File: src/rtl/byte_driver_pkg.sv
// Shared types and constants for the byte driver.
// Latency: n/a (definitions only).
// Backpressure: n/a (definitions only).
package byte_driver_pkg;

  // Width of every queued and transmitted byte.
  localparam int BYTE_W = 8;

  // Transmit FSM states.
  typedef enum logic [1:0] {
    ST_IDLE = 2'd0,
    ST_SEND = 2'd1,
    ST_GAP  = 2'd2
  } state_t;

endpackage

File: src/rtl/byte_fifo.sv
// Byte queue: DEPTH-entry FIFO with occupancy count, head shown combinationally.
// Latency: a pushed byte is visible at head the cycle after the push if the queue was empty.
// Backpressure: pushes while full are dropped; pops while empty are ignored.
module byte_fifo
  import byte_driver_pkg::*;
#(
  parameter int DEPTH = 8
) (
  input  logic                   clk,
  input  logic                   reset,
  input  logic                   push,
  input  logic [BYTE_W-1:0]      push_data,
  input  logic                   pop,
  output logic [BYTE_W-1:0]      head,
  output logic                   full,
  output logic                   empty,
  output logic [$clog2(DEPTH):0] count
);

  localparam int AW = $clog2(DEPTH);
  localparam logic [AW:0] FULL_CNT = (AW+1)'(DEPTH);

  logic [BYTE_W-1:0] mem_q [DEPTH];
  logic [AW-1:0]     wr_ptr_q, wr_ptr_d;
  logic [AW-1:0]     rd_ptr_q, rd_ptr_d;
  logic [AW:0]       count_q, count_d;
  logic              push_ok, pop_ok;

  assign full  = (count_q == FULL_CNT);
  assign empty = (count_q == '0);
  assign count = count_q;
  assign head  = mem_q[rd_ptr_q];

  // Next-state pointers and occupancy; pointers wrap naturally since DEPTH is a power of two.
  always_comb begin
    push_ok  = push && !full;
    pop_ok   = pop && !empty;
    wr_ptr_d = wr_ptr_q;
    rd_ptr_d = rd_ptr_q;
    count_d  = count_q;
    if (push_ok) wr_ptr_d = wr_ptr_q + 1'b1;
    if (pop_ok)  rd_ptr_d = rd_ptr_q + 1'b1;
    case ({push_ok, pop_ok})
      2'b10:   count_d = count_q + 1'b1;
      2'b01:   count_d = count_q - 1'b1;
      default: count_d = count_q;
    endcase
  end

  // Pointer and occupancy registers.
  always_ff @(posedge clk) begin
    if (reset) begin
      wr_ptr_q <= '0;
      rd_ptr_q <= '0;
      count_q  <= '0;
    end else begin
      wr_ptr_q <= wr_ptr_d;
      rd_ptr_q <= rd_ptr_d;
      count_q  <= count_d;
    end
  end

  // Storage array; contents need no reset because count gates visibility.
  always_ff @(posedge clk) begin
    if (push_ok) mem_q[wr_ptr_q] <= push_data;
  end

endmodule

File: src/rtl/byte_driver.sv
// Queues bytes and, on start, streams them to a valid/ready sink with GAP idle cycles between bytes.
// Latency: first valid one cycle after start; GAP=0 with ready high gives one byte per cycle.
// Backpressure: data/valid held until ready; full queue drops writes. Optional parity via BYTE_DRIVER_PARITY_EN.
module byte_driver
  import byte_driver_pkg::*;
#(
  parameter int DEPTH = 8,
  parameter int GAP   = 0
) (
  input  logic                   clk,
  input  logic                   reset,
  input  logic                   wr_en,
  input  logic [7:0]             wr_data,
  output logic                   full,
  input  logic                   start,
  output logic [7:0]             data,
  output logic                   valid,
  input  logic                   ready,
  output logic                   busy,
  output logic                   done,
  output logic [$clog2(DEPTH):0] count
`ifdef BYTE_DRIVER_PARITY_EN
  ,
  output logic                   parity
`endif
);

  localparam int CW = $clog2(DEPTH) + 1;
  // Counter holds GAP-1 at most, so $clog2(GAP) bits suffice.
  localparam int GW = (GAP > 1) ? $clog2(GAP) : 1;
  localparam logic [GW-1:0] GAP_LOAD = (GAP > 0) ? GW'(GAP - 1) : '0;

  state_t          state_q, state_d;
  logic            valid_q, valid_d;
  logic            done_q, done_d;
  logic [GW-1:0]   gap_cnt_q, gap_cnt_d;

  logic [7:0]      fifo_head;
  logic            fifo_empty;
  logic [CW-1:0]   fifo_count;
  logic            accept;
  logic            push_ok;
  logic            last;

  byte_fifo #(.DEPTH(DEPTH)) u_fifo (
    .clk       (clk),
    .reset     (reset),
    .push      (wr_en),
    .push_data (wr_data),
    .pop       (accept),
    .head      (fifo_head),
    .full      (full),
    .empty     (fifo_empty),
    .count     (fifo_count)
  );

  assign accept  = (state_q == ST_SEND) && ready;
  assign push_ok = wr_en && !full;
  // A byte pushed in the same cycle as the final accept keeps the transmission going.
  assign last    = accept && (fifo_count == CW'(1)) && !push_ok;

  assign valid = valid_q;
  assign data  = valid_q ? fifo_head : 8'h00;
  assign busy  = (state_q != ST_IDLE);
  assign done  = done_q;
  assign count = fifo_count;

`ifdef BYTE_DRIVER_PARITY_EN
  assign parity = valid_q ? ^fifo_head : 1'b0;
`endif

  // Transmit FSM next-state: idle until started, send with hold-until-accepted, then optional gap.
  always_comb begin
    state_d   = state_q;
    gap_cnt_d = gap_cnt_q;
    done_d    = 1'b0;
    case (state_q)
      ST_IDLE: begin
        if (start && !fifo_empty) state_d = ST_SEND;
      end
      ST_SEND: begin
        if (accept) begin
          if (last) begin
            state_d = ST_IDLE;
            done_d  = 1'b1;
          end else if (GAP > 0) begin
            state_d   = ST_GAP;
            gap_cnt_d = GAP_LOAD;
          end
        end
      end
      ST_GAP: begin
        if (gap_cnt_q == '0) state_d = ST_SEND;
        else                 gap_cnt_d = gap_cnt_q - 1'b1;
      end
      default: state_d = ST_IDLE;
    endcase
    valid_d = (state_d == ST_SEND);
  end

  // FSM state and registered outputs.
  always_ff @(posedge clk) begin
    if (reset) begin
      state_q   <= ST_IDLE;
      valid_q   <= 1'b0;
      done_q    <= 1'b0;
      gap_cnt_q <= '0;
    end else begin
      state_q   <= state_d;
      valid_q   <= valid_d;
      done_q    <= done_d;
      gap_cnt_q <= gap_cnt_d;
    end
  end

endmodule
File: config.mk
export PLATFORM = sky130hd
export DESIGN_NAME = byte_driver
export DESIGN_NICKNAME = d
export VERILOG_FILES = /design/src/rtl/byte_driver_pkg.sv /design/src/rtl/byte_fifo.sv /design/src/rtl/byte_driver.sv
export SDC_FILE = /design/constraint.sdc
export NUM_CORES = 1
export LEC_CHECK = 0
export BUFFER_PORTS_ARGS = -buffer_cell sky130_fd_sc_hd__buf_2
export CAP_MARGIN = 20
export CELL_PAD_IN_SITES_DETAIL_PLACEMENT = 1
export CELL_PAD_IN_SITES_GLOBAL_PLACEMENT = 2
export CORE_ASPECT_RATIO = 0.5
export CORE_MARGIN = 5
export CORE_UTILIZATION = 38
export CTS_CLUSTER_SIZE = 16
export DETAILED_ROUTE_END_ITERATION = 8
export GPL_TIMING_DRIVEN = 0
export PLACE_DENSITY = 0.8
export SLEW_MARGIN = 20
export SYNTH_ARGS = -nofsm -noshare
export SYNTH_HDL_FRONTEND = slang
export SYNTH_HIERARCHICAL = 1
export SYNTH_SLANG_ARGS = --single-unit
File: constraint.sdc
create_clock -name clk -period 3.75 [get_ports clk]
set_input_delay 1.125 -clock clk [delete_from_list [all_inputs] [get_ports clk]]
set_output_delay 1.125 -clock clk [all_outputs]
set_load 0.02 [all_outputs]
==> run summary <==
Post-CTS setup buffer count = 0
Top area cells in the synthesized netlist = edfxtp_1, dfxtp_1, mux4_1
Core area = 0.00868 sq mm
Clock power share = 0.457
Number of max-cap violations = 0
Fin Setup TNS = 0 ns
Initial antenna violation count = 0
Fin. Hold Viols = 0
Drt pass-1 iters = 4
Mapped Area = 0.00337 sq mm
Drt initial violations = 115
Max_slew headroom = 0.363
WP data required = 2.62 ns
Critical path arrival = 2.34 ns
Yosys warning count = 6
Clock-pin transition on the worst setup and hold timing paths = 0.06 ns
Mapped Cells = 192
Yosys reg bits = 81
Yosys top cell by area = edfxtp_1
Hold_buf cts = 0
CP endpoint = data[5]
Worst VDD drop = 0.234 mV
Reg2reg path depth = 11
NetSw = 0.452 mW
Pins over their slew limit = 0
Post-route minimum period = 3.46 ns
CP max FO = 10
Asr flop ratio synth = 0
# diodes = 0
Internal = 1.71 mW
Max Freq = 289 MHz
Via density = 5.16
FF-to-FF Start = u_fifo/count[1]
Drc violations = 0
P per Cell Area = 538 mW/mm^2
Main synth FF type = edfxtp_1
Vias = 1823
Sequential power share = 0.472
Post-synth EDFFs = 64
Leak pwr = 1.43 nW
RSZ-0062 raised after global routing = no
Layout area overhead = 19.6%
Vias in the first global route = 1961
Synth Net Count = 210
Post-route ant nets = 0
Slew @ Worst Pin = 0.952 ns
Switching Share = 0.209
Hpwl dp = 4400 microns
Fin nets = 250
Critical Path End Type = primary output
Comb pwr share = 0.071
Die Area = 0.0110 sq mm
Critical path startpoint category = register
Rows = 24
GRT Resource Usage Total = 0.135
IO Port Bufs = 28
Die width = 143 microns
Max H-tree Level = 3
Final setup viols = 0
CTS root buf = clkbuf_16
Hold Crit Class = register to register
Worst-case clock buffer depth = 2
Sequential area share after synthesis = 0.672
Syn Area/Cell = 17.5 sq um
Share of layout cells above drive strength 1 = 0.339
Total power = 2.17 mW
FF-to-FF setup slack = 1.14 ns
Final Wtd Congestion = 0.739
Grt ovf = 0
Ports = 29
Total CTS buffers = 9
Clock latency on the worst-skew pair = 0.34 ns
Crit path kind = register to primary output
Clock skew = 0.00984 ns
Count of cell types in the netlist = 43
Detailed Route WL = 6710 microns
TritonCTS clock tree = yes
Reg2reg end = u_fifo/count[2]
WL/cell = 19.0 microns
Yosys top cell area share = 0.571
Die extent in y = 76.6 microns
Final hold slack = 0.540 ns
Outcome = finished clean
First-pass GRT wire length = 10900 microns
# resized after CTS = 0
Clk sinks = 81
Tcrit/Tclk final = 0.923
Initial core utilization = 0.388
Pin count of the biggest net entering global routing = 15
[metal layers]
metal | track usage | vias up | routed length [microns]
met3 | 0.0583 | 2 | 289
met1 | 0.168 | 943 | 3100
met5 | 0 | - | 0
li1 | - | 835 | -
met2 | 0.210 | 43 | 3300
met4 | 0.0436 | 0 | 19
[area by class of cell]
class | count | area, sq um
clock inverter | 6 | 115
timing repair buffer | 29 | 148
clock buffer | 9 | 225
buffer | 8 | 62.6
fill | 844 | 4650
tap | 117 | 146
sequential | 81 | 2260
inverter | 2 | 7.51
multi-input combinational | 101 | 1060
[per-stage QoR]
stage                     instance area, sq um  utilization  instances  setup slack, ns
after CTS                                 4030        0.464        353            0.232
after floorplan                           3370            -        192            0.972
after detailed placement                  3690        0.425        338            0.641
after global placement                    3650        0.421        337            0.441
final                                     4030        0.464        353            0.289
after global routing                      4030        0.464        353            0.160
[logic make-up (layout without fill, tap and decap cells)]
logic type	count (synthesis)	count (layout)	share of synthesized area
xor+xnor	7	7	0.0204
buf+inv	10	54	0.0208
simple gates	50	50	0.0925
flops	81	81	0.672
fa+ha+maj	5	5	0.0186
compound gates	11	11	0.0227
other cells	1	1	0.00111
mux	27	27	0.152
[cells in the mapped netlist (2+ instances only)]
library cell and number:
nand3_1 2, edfxtp_1 64, mux2_2 9, nand2_1 2, nand2b_1 4, mux4_2 8, mux2i_1 2, buf_6 4
nor3_1 5, inv_1 2, mux4_1 8, buf_2 2, dfxtp_1 17, nor2_1 13, and2_1 8, nor4_1 2
a21oi_1 5, ha_1 5, o32ai_1 2, xor2_1 5
[flip-flops by register name (all words and copies together) (netlist names), named ones only]
register         count
u_fifo/count         4
state_q              2
u_fifo/rd_ptr_q      3
u_fifo/mem_q        64
valid                1
u_fifo/wr_ptr_q      3
done                 1
[how the worst min path moves through the flow]
stage	startpoint	to	slack (ns)	depth (start not counted)
CTS	u_fifo/rd_ptr_q[1]	register	0.55	2
detailed placement	u_fifo/rd_ptr_q[2]	u_fifo/rd_ptr_q[2]	0.54	2
floorplan	state_q[0]	state_q[0]	0.48	1
finish	u_fifo/rd_ptr_q[1]	register	0.54	2
global placement	state_q[0]	state_q[0]	0.51	1
global route	u_fifo/rd_ptr_q[2]	u_fifo/rd_ptr_q[2]	0.58	2
[worst max-delay path, stage by stage, from the launching register on]
cell	delay (ns)
dfxtp_1	0.30
clkbuf_1	0.37
buf_2	0.36
mux4_1	0.37
mux2_2	0.30
and2_1	0.15
buf_2	0.15
[cells in the final DEF, fill, tap and decap left out, types with 2 or more instances in the layout]
master	n
buf_2	30
ha_1	5
edfxtp_1	64
a21oi_1	5
nand2_1	2
nand3_1	2
mux4_1	8
nor3_2	4
inv_1	2
nor2_1	13
o32ai_1	2
buf_6	4
and2_1	8
clkbuf_16	9
xor2_1	5
mux2i_1	2
mux4_2	8
mux2_2	9
dfxtp_1	17
bufinv_16	3
nand2b_1	4
[power groups by stage]
stage	combinational [mW]	clock (mW)	sequential [mW]
floorplan	0.0941	0	1.04
global placement	0.144	0	1.04
detailed placement	0.155	0	1.04
CTS	0.156	1.01	1.02
global route	0.169	1.07	1.03
finish	0.153	0.990	1.02
No activity file was read; power rests on OpenSTA's default activity.
